## src/rtl/axi_crossbar_wr_route.sv

```systemverilog
// Write-data router for one crossbar slave port.
// Steers W bursts to the selected master port, or drains and counts DECERR bursts.
module axi_crossbar_wr_route #(
    parameter int M_COUNT      = 4,
    parameter int DATA_WIDTH   = 32,
    parameter int STRB_WIDTH   = DATA_WIDTH / 8,
    parameter int WUSER_ENABLE = 0,
    parameter int WUSER_WIDTH  = 1,
    localparam int SEL_WIDTH   = (M_COUNT > 1) ? $clog2(M_COUNT) : 1
) (
    input  logic                           clk,
    input  logic                           rst,
    input  logic [SEL_WIDTH-1:0]           s_wc_select,
    input  logic                           s_wc_decerr,
    input  logic                           s_wc_valid,
    output logic                           s_wc_ready,
    input  logic [DATA_WIDTH-1:0]          s_axi_wdata,
    input  logic [STRB_WIDTH-1:0]          s_axi_wstrb,
    input  logic                           s_axi_wlast,
    input  logic [WUSER_WIDTH-1:0]         s_axi_wuser,
    input  logic                           s_axi_wvalid,
    output logic                           s_axi_wready,
    output logic [M_COUNT*DATA_WIDTH-1:0]  m_axi_wdata,
    output logic [M_COUNT*STRB_WIDTH-1:0]  m_axi_wstrb,
    output logic [M_COUNT-1:0]             m_axi_wlast,
    output logic [M_COUNT*WUSER_WIDTH-1:0] m_axi_wuser,
    output logic [M_COUNT-1:0]             m_axi_wvalid,
    input  logic [M_COUNT-1:0]             m_axi_wready,
    output logic                           m_decerr_done_valid,
    output logic [8:0]                     m_decerr_done_beats,
    input  logic                           m_decerr_done_ready
);

    typedef enum logic [1:0] {
        IDLE,
        ROUTE,
        DRAIN,
        DONE
    } state_t;

    state_t               state;
    logic [SEL_WIDTH-1:0] sel_reg;
    logic [8:0]           cnt;
    logic [8:0]           cnt_sat;
    logic                 done_valid;

    logic                   out_valid;
    logic [DATA_WIDTH-1:0]  out_data;
    logic [STRB_WIDTH-1:0]  out_strb;
    logic                   out_last;
    logic [WUSER_WIDTH-1:0] out_user;
    logic [SEL_WIDTH-1:0]   out_sel;

    logic                   skid_valid;
    logic [DATA_WIDTH-1:0]  skid_data;
    logic [STRB_WIDTH-1:0]  skid_strb;
    logic                   skid_last;
    logic [WUSER_WIDTH-1:0] skid_user;
    logic [SEL_WIDTH-1:0]   skid_sel;
    logic                   skid_ready_reg;

    logic in_fire;
    logic drain_fire;
    logic out_ready;
    logic out_valid_next;
    logic skid_valid_next;
    logic skid_ready_next;
    logic load_out_in;
    logic load_out_skid;
    logic load_skid;

    always_comb begin
        s_wc_ready   = 1'b0;
        s_axi_wready = 1'b0;
        unique case (state)
            IDLE:  s_wc_ready   = 1'b1;
            ROUTE: s_axi_wready = skid_ready_reg;
            DRAIN: s_axi_wready = 1'b1;
            DONE:  s_axi_wready = 1'b0;
        endcase
    end

    assign in_fire    = (state == ROUTE) && s_axi_wvalid && s_axi_wready;
    assign drain_fire = (state == DRAIN) && s_axi_wvalid;
    assign cnt_sat    = (cnt == 9'd256) ? cnt : cnt + 9'd1;

    assign m_decerr_done_valid = done_valid;
    assign m_decerr_done_beats = cnt;

    always_ff @(posedge clk) begin
        if (rst) begin
            state      <= IDLE;
            sel_reg    <= '0;
            cnt        <= '0;
            done_valid <= 1'b0;
        end else begin
            unique case (state)
                IDLE: begin
                    if (s_wc_valid) begin
                        sel_reg <= s_wc_select;
                        state   <= s_wc_decerr ? DRAIN : ROUTE;
                    end
                end
                ROUTE: begin
                    if (in_fire && s_axi_wlast)
                        state <= IDLE;
                end
                DRAIN: begin
                    if (drain_fire) begin
                        cnt <= cnt_sat;
                        if (s_axi_wlast) begin
                            state      <= DONE;
                            done_valid <= 1'b1;
                        end
                    end
                end
                DONE: begin
                    if (m_decerr_done_ready) begin
                        state      <= IDLE;
                        done_valid <= 1'b0;
                        cnt        <= '0;
                    end
                end
            endcase
        end
    end

    assign out_ready = out_valid && m_axi_wready[out_sel];

    // Ready is registered, so a beat arriving while the output stalls lands in the skid.
    always_comb begin
        out_valid_next  = out_valid;
        skid_valid_next = skid_valid;
        load_out_in     = 1'b0;
        load_out_skid   = 1'b0;
        load_skid       = 1'b0;
        if (skid_ready_reg) begin
            if (out_ready || !out_valid) begin
                out_valid_next = in_fire;
                load_out_in    = in_fire;
            end else begin
                skid_valid_next = in_fire;
                load_skid       = in_fire;
            end
        end else if (out_ready) begin
            out_valid_next  = skid_valid;
            skid_valid_next = 1'b0;
            load_out_skid   = 1'b1;
        end
        skid_ready_next = out_ready ||
                          (!skid_valid && (!out_valid || !in_fire));
    end

    always_ff @(posedge clk) begin
        if (rst) begin
            out_valid      <= 1'b0;
            skid_valid     <= 1'b0;
            skid_ready_reg <= 1'b1;
        end else begin
            out_valid      <= out_valid_next;
            skid_valid     <= skid_valid_next;
            skid_ready_reg <= skid_ready_next;
        end
    end

    always_ff @(posedge clk) begin
        if (load_out_in) begin
            out_data <= s_axi_wdata;
            out_strb <= s_axi_wstrb;
            out_last <= s_axi_wlast;
            out_user <= s_axi_wuser;
            out_sel  <= sel_reg;
        end else if (load_out_skid) begin
            out_data <= skid_data;
            out_strb <= skid_strb;
            out_last <= skid_last;
            out_user <= skid_user;
            out_sel  <= skid_sel;
        end
        if (load_skid) begin
            skid_data <= s_axi_wdata;
            skid_strb <= s_axi_wstrb;
            skid_last <= s_axi_wlast;
            skid_user <= s_axi_wuser;
            skid_sel  <= sel_reg;
        end
    end

    always_comb begin
        m_axi_wvalid = '0;
        for (int i = 0; i < M_COUNT; i++)
            m_axi_wvalid[i] = out_valid && (out_sel == SEL_WIDTH'(i));
    end

    assign m_axi_wdata = {M_COUNT{out_data}};
    assign m_axi_wstrb = {M_COUNT{out_strb}};
    assign m_axi_wlast = {M_COUNT{out_last}};

    generate
        if (WUSER_ENABLE != 0) begin : g_user
            assign m_axi_wuser = {M_COUNT{out_user}};
        end else begin : g_nouser
            assign m_axi_wuser = '0;
        end
    endgenerate

endmodule
```

## config.mk

```make
export PLATFORM = sky130hd
export DESIGN_NAME = axi_crossbar_wr_route
export DESIGN_NICKNAME = d
export VERILOG_FILES = /design/src/rtl/axi_crossbar_wr_route.sv
export SDC_FILE = /design/constraint.sdc
export NUM_CORES = 1
export LEC_CHECK = 0
export ABC_AREA = 1
export CAP_MARGIN = 20
export CORE_AREA = 2 2 107 109
export CTS_BUF_LIST = sky130_fd_sc_hd__clkbuf_8
export CTS_CLUSTER_SIZE = 8
export DETAILED_ROUTE_END_ITERATION = 8
export DIE_AREA = 0 0 109 111
export PLACE_DENSITY = 0.95
export SYNTH_ARGS = -nofsm -noshare
export SYNTH_HDL_FRONTEND = slang
export SYNTH_SLANG_ARGS = --single-unit
```

## constraint.sdc

```tcl
create_clock -name clk -period 8.05 [get_ports clk]
set_input_delay 0.805 -clock clk [delete_from_list [all_inputs] [get_ports clk]]
set_output_delay 0.805 -clock clk [all_outputs]
set_load 0.005 [all_outputs]
```

# --- Word level (Yosys, flattened, before mapping) ---
# Cells that the tools add are included.
classes:
  add_sub_neg: 1
  n_mul: 0
  div: 0
  order_cmp: 1
  n_eq_ne: 15
  n_shift: 0
  mux: 39
  bitwise_logic: 0
  reduce_logical: 27
op_table:
  columns: ["cell", "count"]
  rows:
  - ["2-to-1 mux 32 bit", 2]
  - ["2-to-1 mux 9 bit", 3]
  - ["2-to-1 mux 1 bit", 19]
  - ["case mux 9 bit (2 select lines)", 1]
  - ["2-to-1 mux 2 bit", 8]
  - ["inequality test 2 bit, second input constant", 6]
  - ["logical AND 1 bit", 10]
  - ["adder 9 x 1 -> 9 bit, second input constant", 1]
  - ["equality test 9 bit, second input constant", 1]
  - ["equality test 2 bit, second input constant", 4]
  - ["2-to-1 mux 4 bit", 2]
  - ["case mux 2 bit (4 select lines)", 1]
  - ["AND reduction 4 bit", 2]
  - ["AND reduction 2 bit", 3]
  - ["nonzero test 2 bit", 3]
  - ["AND reduction 5 bit", 1]
  - ["equality test 2 x 1 -> 1 bit, second input constant", 2]
  - ["logical NOT 2 bit", 2]
  - ["inequality test 2 x 1 -> 1 bit, second input constant", 2]
  - ["case mux 1 bit (2 select lines)", 2]
  - ["logical NOT 1 bit", 3]
  - ["logical OR 1 bit", 3]
  - ["less-than comparator 2 x 3 -> 1 bit, second input constant", 1]
  - ["binary-select mux 1 bit (select 2 bit)", 1]
totals:
  ff_bits: 95
  latch_bits: 0
  ram_bits: 0
  rom_bits: 0
  input_bits: 50
  output_inout_bits: 168
  mem_count: 0

# --- Depth between registers and ports, before layout ---
depth:
  word_depth: 7
  ltp_mapped: 12
  mapped_depth_nobuf: 12

# --- Least setup slack after synthesis ---
# Ideal clock, no wire load.
synth_path:
  path_kind: "input -> register"
  startpoint: "in s_axi_wvalid"
  endpoint: "reg out_data[0], enable pin"
  setup_ns: 0.397
  t_arrival_ns: 2.249
  required_ns: 7.653
  path_slack_ns: 5.404
  stages: 7
  cell_sequence: "nand2_1 nor2_4 inv_2 nor2_8 nand2_4 buf_2 nand2_1"
synth_via:
  elab_chain_len: 5
synth_rtl:
  columns: ["item", "line", "text"]
  rows:
  - ["start, declared", "21", "input logic s_axi_wvalid,"]
  - ["logical AND 1 bit (2 in a row)", "83", "assign in_fire = (state == ROUTE) && s_axi_wvalid && s_axi_wready;"]
  - ["2-to-1 mux 1 bit", "138", "if (out_ready || !out_valid) begin"]
  - ["2-to-1 mux 1 bit", "137", "if (skid_ready_reg) begin"]
  - ["nonzero test 2 bit (no line)", null, null]
  - ["end signal, assigned", "168", "out_data <= s_axi_wdata;"]
  - ["end signal, assigned", "174", "out_data <= skid_data;"]
  - ["end, declared", "48", "logic [DATA_WIDTH-1:0] out_data;"]
# Every way passes these cells.
# A chain may end at the register's enable or synchronous reset.

# --- Worst setup path after layout ---
layout_path:
  startpoint: "in s_axi_wvalid"
  endpoint: "reg out_data[12], enable pin"
# Same word-level chain as after synthesis.

==> summary.txt <==
Starting DRT DRC Count: 174
Lkg Pwr: 2.56 nW
count of pins over their slew limit: 0
Antenna diodes: 0
register area share after synthesis: 53.1%
First-pass DRT Iterations: 6
FP Rows: 39
crit path from: s_axi_wvalid
DRC: 0
first-pass GRT wire length: 17.3 mm
Tot Pwr: 1.13 mW
Worst-Margin Slew: 0.947 ns
CP required: 8.04 ns
via count: 3667
CP Capture Type: flop
Setup CP Type: in -> reg
Area Overhead vs Synth: 30.8%
post-synthesis cell count: 519
Routed met2 length: 6.06 mm
Final Hold Violating Endpoints: 0
# hold bufs at CTS: 0
die height: 111 um
critical path peak fanout: 41
CP arrival: 3.46 ns
core area: 11100 um^2
# clock sinks: 95
H-tree Lvls: 3
nets@finish: 672
cells on worst reg2reg path: 10
worst hold path stage count: 0
Ports: 218
Hold Crit Start: sel_reg[0]$_SDFFE_PP0P_
met3 routed WL: 639 um
Max Fclk: 0.288 GHz
Netlist cell types: 28
crit path launch type: primary input
initial antenna violation count: 0
vias per cell: 4.80
filler instances: 864
clk_lat worst skew: 0.37 ns
Mapped Area: 5050 um^2
Ys Warns: 0
Tot GR Track Use: 18.5%
reg2reg start: state[0]$_SDFFE_PP0P_
relative slew slack: 36.7%
Clock Path Buffers: 2
Hold/Removal Path Class: reg -> reg
postcts setup bufs: 0
clock root buffer: clkbuf_8
die area: 12100 um^2
final WL: 11.0 mm
clk slew on worst S/H paths: 0.09 ns
RR Endpoint: out_data[12]$_DFFE_PP_
setup violators final: 0
setup_tns: 0 ns
vias in the first global route: 3520
Tmin final: 3.47 ns
crit share post-route: 43.1%
Initial Utilization: 45.6%
port bufs: 212
GRT overflow: 0
pin count of the biggest net entering global routing: 42
Die Width: 109 um
Routability Congestion: 0.875
mean post-synth cell area: 9.73 um^2
status: completed
drt wl/cell: 14.4 um
Antenna Nets Post-Route: 0
Cell Pwr Density: 171 nW/um^2
Max-Cap Viols: 0
share of cells above drive strength 1: 6.28%
Final HPWL DP: 8.15 mm
CTS Buf Count: 9
routed metal-1 wire length: 3.97 mm
Yosys reg bits: 95
RSZ-0062 raised after global routing: false
# resized after CTS: 0
Max Used Layer: met4
clock skew: 0.0140 ns
Worst Hold End: skid_sel[0]$_DFFE_PP_
r2r setup slk: 4.68 ns
CTS tree: built
Peak VDD IR: 124 uV
## critical path, stage by stage
cell             delay (ns)
clkdlybuf4s50_1        0.50
nand2_1                0.10
nor2_4                 0.15
inv_2                  0.08
nor2_8                 0.50
nand2_4                0.45
nand2_2                0.85
## power breakdown
part	switching, mW	internal (mW)
sequential	0.0197	0.552
combinational	0.112	0.111
clock	0.162	0.173
total	0.294	0.836
## cell usage in the layout (no fill, tap or decap), types with 2 or more instances in the layout
cell / synthesis / final
nand4_1: 5 / 5
nor2_1: 31 / 31
nand2_2: 3 / 4
nor3_1: 4 / 4
clkinv_1: 0 / 3
conb_1: 1 / 4
nand2_1: 130 / 129
nand3_2: 11 / 11
edfxtp_1: 78 / 78
ha_1: 6 / 6
inv_2: 4 / 4
inv_1: 27 / 27
nand2_4: 2 / 2
nand3_1: 43 / 43
o21ai_0: 9 / 9
bufinv_16: 0 / 2
a21oi_1: 10 / 10
nor2_4: 2 / 2
clkdlybuf4s50_1: 0 / 212
dfxtp_1: 17 / 17
clkbuf_8: 0 / 9
## Yosys cell counts
master	number	share of area [%]
a21oi_1	10	0.99
a21oi_2	1	0.17
buf_2	6	0.59
buf_4	119	18
buf_6	3	0.67
buf_8	1	0.30
clkbuf_1	1	0.074
conb_1	1	0.074
dfxtp_1	17	6.7
edfxtp_1	78	46
ha_1	6	1.5
inv_1	27	2.0
inv_2	4	0.30
nand2_1	130	9.7
nand2_2	3	0.37
nand2_4	2	0.45
nand3_1	43	4.3
nand3_2	11	2.2
nand4_1	5	0.62
nor2_1	31	2.3
nor2_4	2	0.45
nor2_8	1	0.40
nor3_1	4	0.40
nor3b_1	1	0.15
o21ai_0	9	0.89
o21ai_1	1	0.099
o21bai_1	1	0.15
xor2_1	1	0.17
## through the flow
step           hold WS (ns)  util, %  instance area, um^2  setup WS [ns]  std cells
4_1_cts               0.459     59.7                 6610           4.54        764
5_1_grt               0.492     59.7                 6610           4.35        764
3_5_place_dp          0.451     57.8                 6400           4.16        748
2_1_floorplan         0.432        -                 5060           5.40        522
6_report              0.459     59.7                 6610           4.58        764
3_3_place_gp          0.451     57.8                 6400           4.22        748
## cells by family after synthesis
logic type / count (synthesis) / share of synthesized area (%)
compound gates: 22 / 2.30
xor+xnor: 1 / 0.173
fa+ha+maj: 6 / 1.49
buf+inv: 161 / 21.6
flops: 95 / 53.1
other cells: 1 / 0.0742
simple gates: 233 / 21.2
## area by class of cell
cell class	count	area (um^2)	share of cell area, %
multi-input combinational	266	1290	19.5
clock buffer	9	124	1.87
clock inverter	7	87.6	1.33
inverter	31	116	1.76
tap	143	179	2.71
timing repair buffer	213	2130	32.2
sequential	95	2680	40.6
## how the worst max path moves through the flow
stage          slack (ns)  cells after the start                     end
6_report             4.58                      7  out_data[12]$_DFFE_PP_
5_1_grt              4.35                      7  out_data[12]$_DFFE_PP_
4_1_cts              4.54                      7  out_data[12]$_DFFE_PP_
3_5_place_dp         4.16                      7  out_data[16]$_DFFE_PP_
3_3_place_gp         4.22                      7  out_data[17]$_DFFE_PP_
2_1_floorplan        5.40                      7   out_data[0]$_DFFE_PP_
## metal layers
layer	vias up	track usage (%)
li1	1766	-
met1	1710	19.9
met2	160	34.3
met3	31	2.41
met4	0	9.57
met5	-	0
Power figures use the tool's default switching activity.
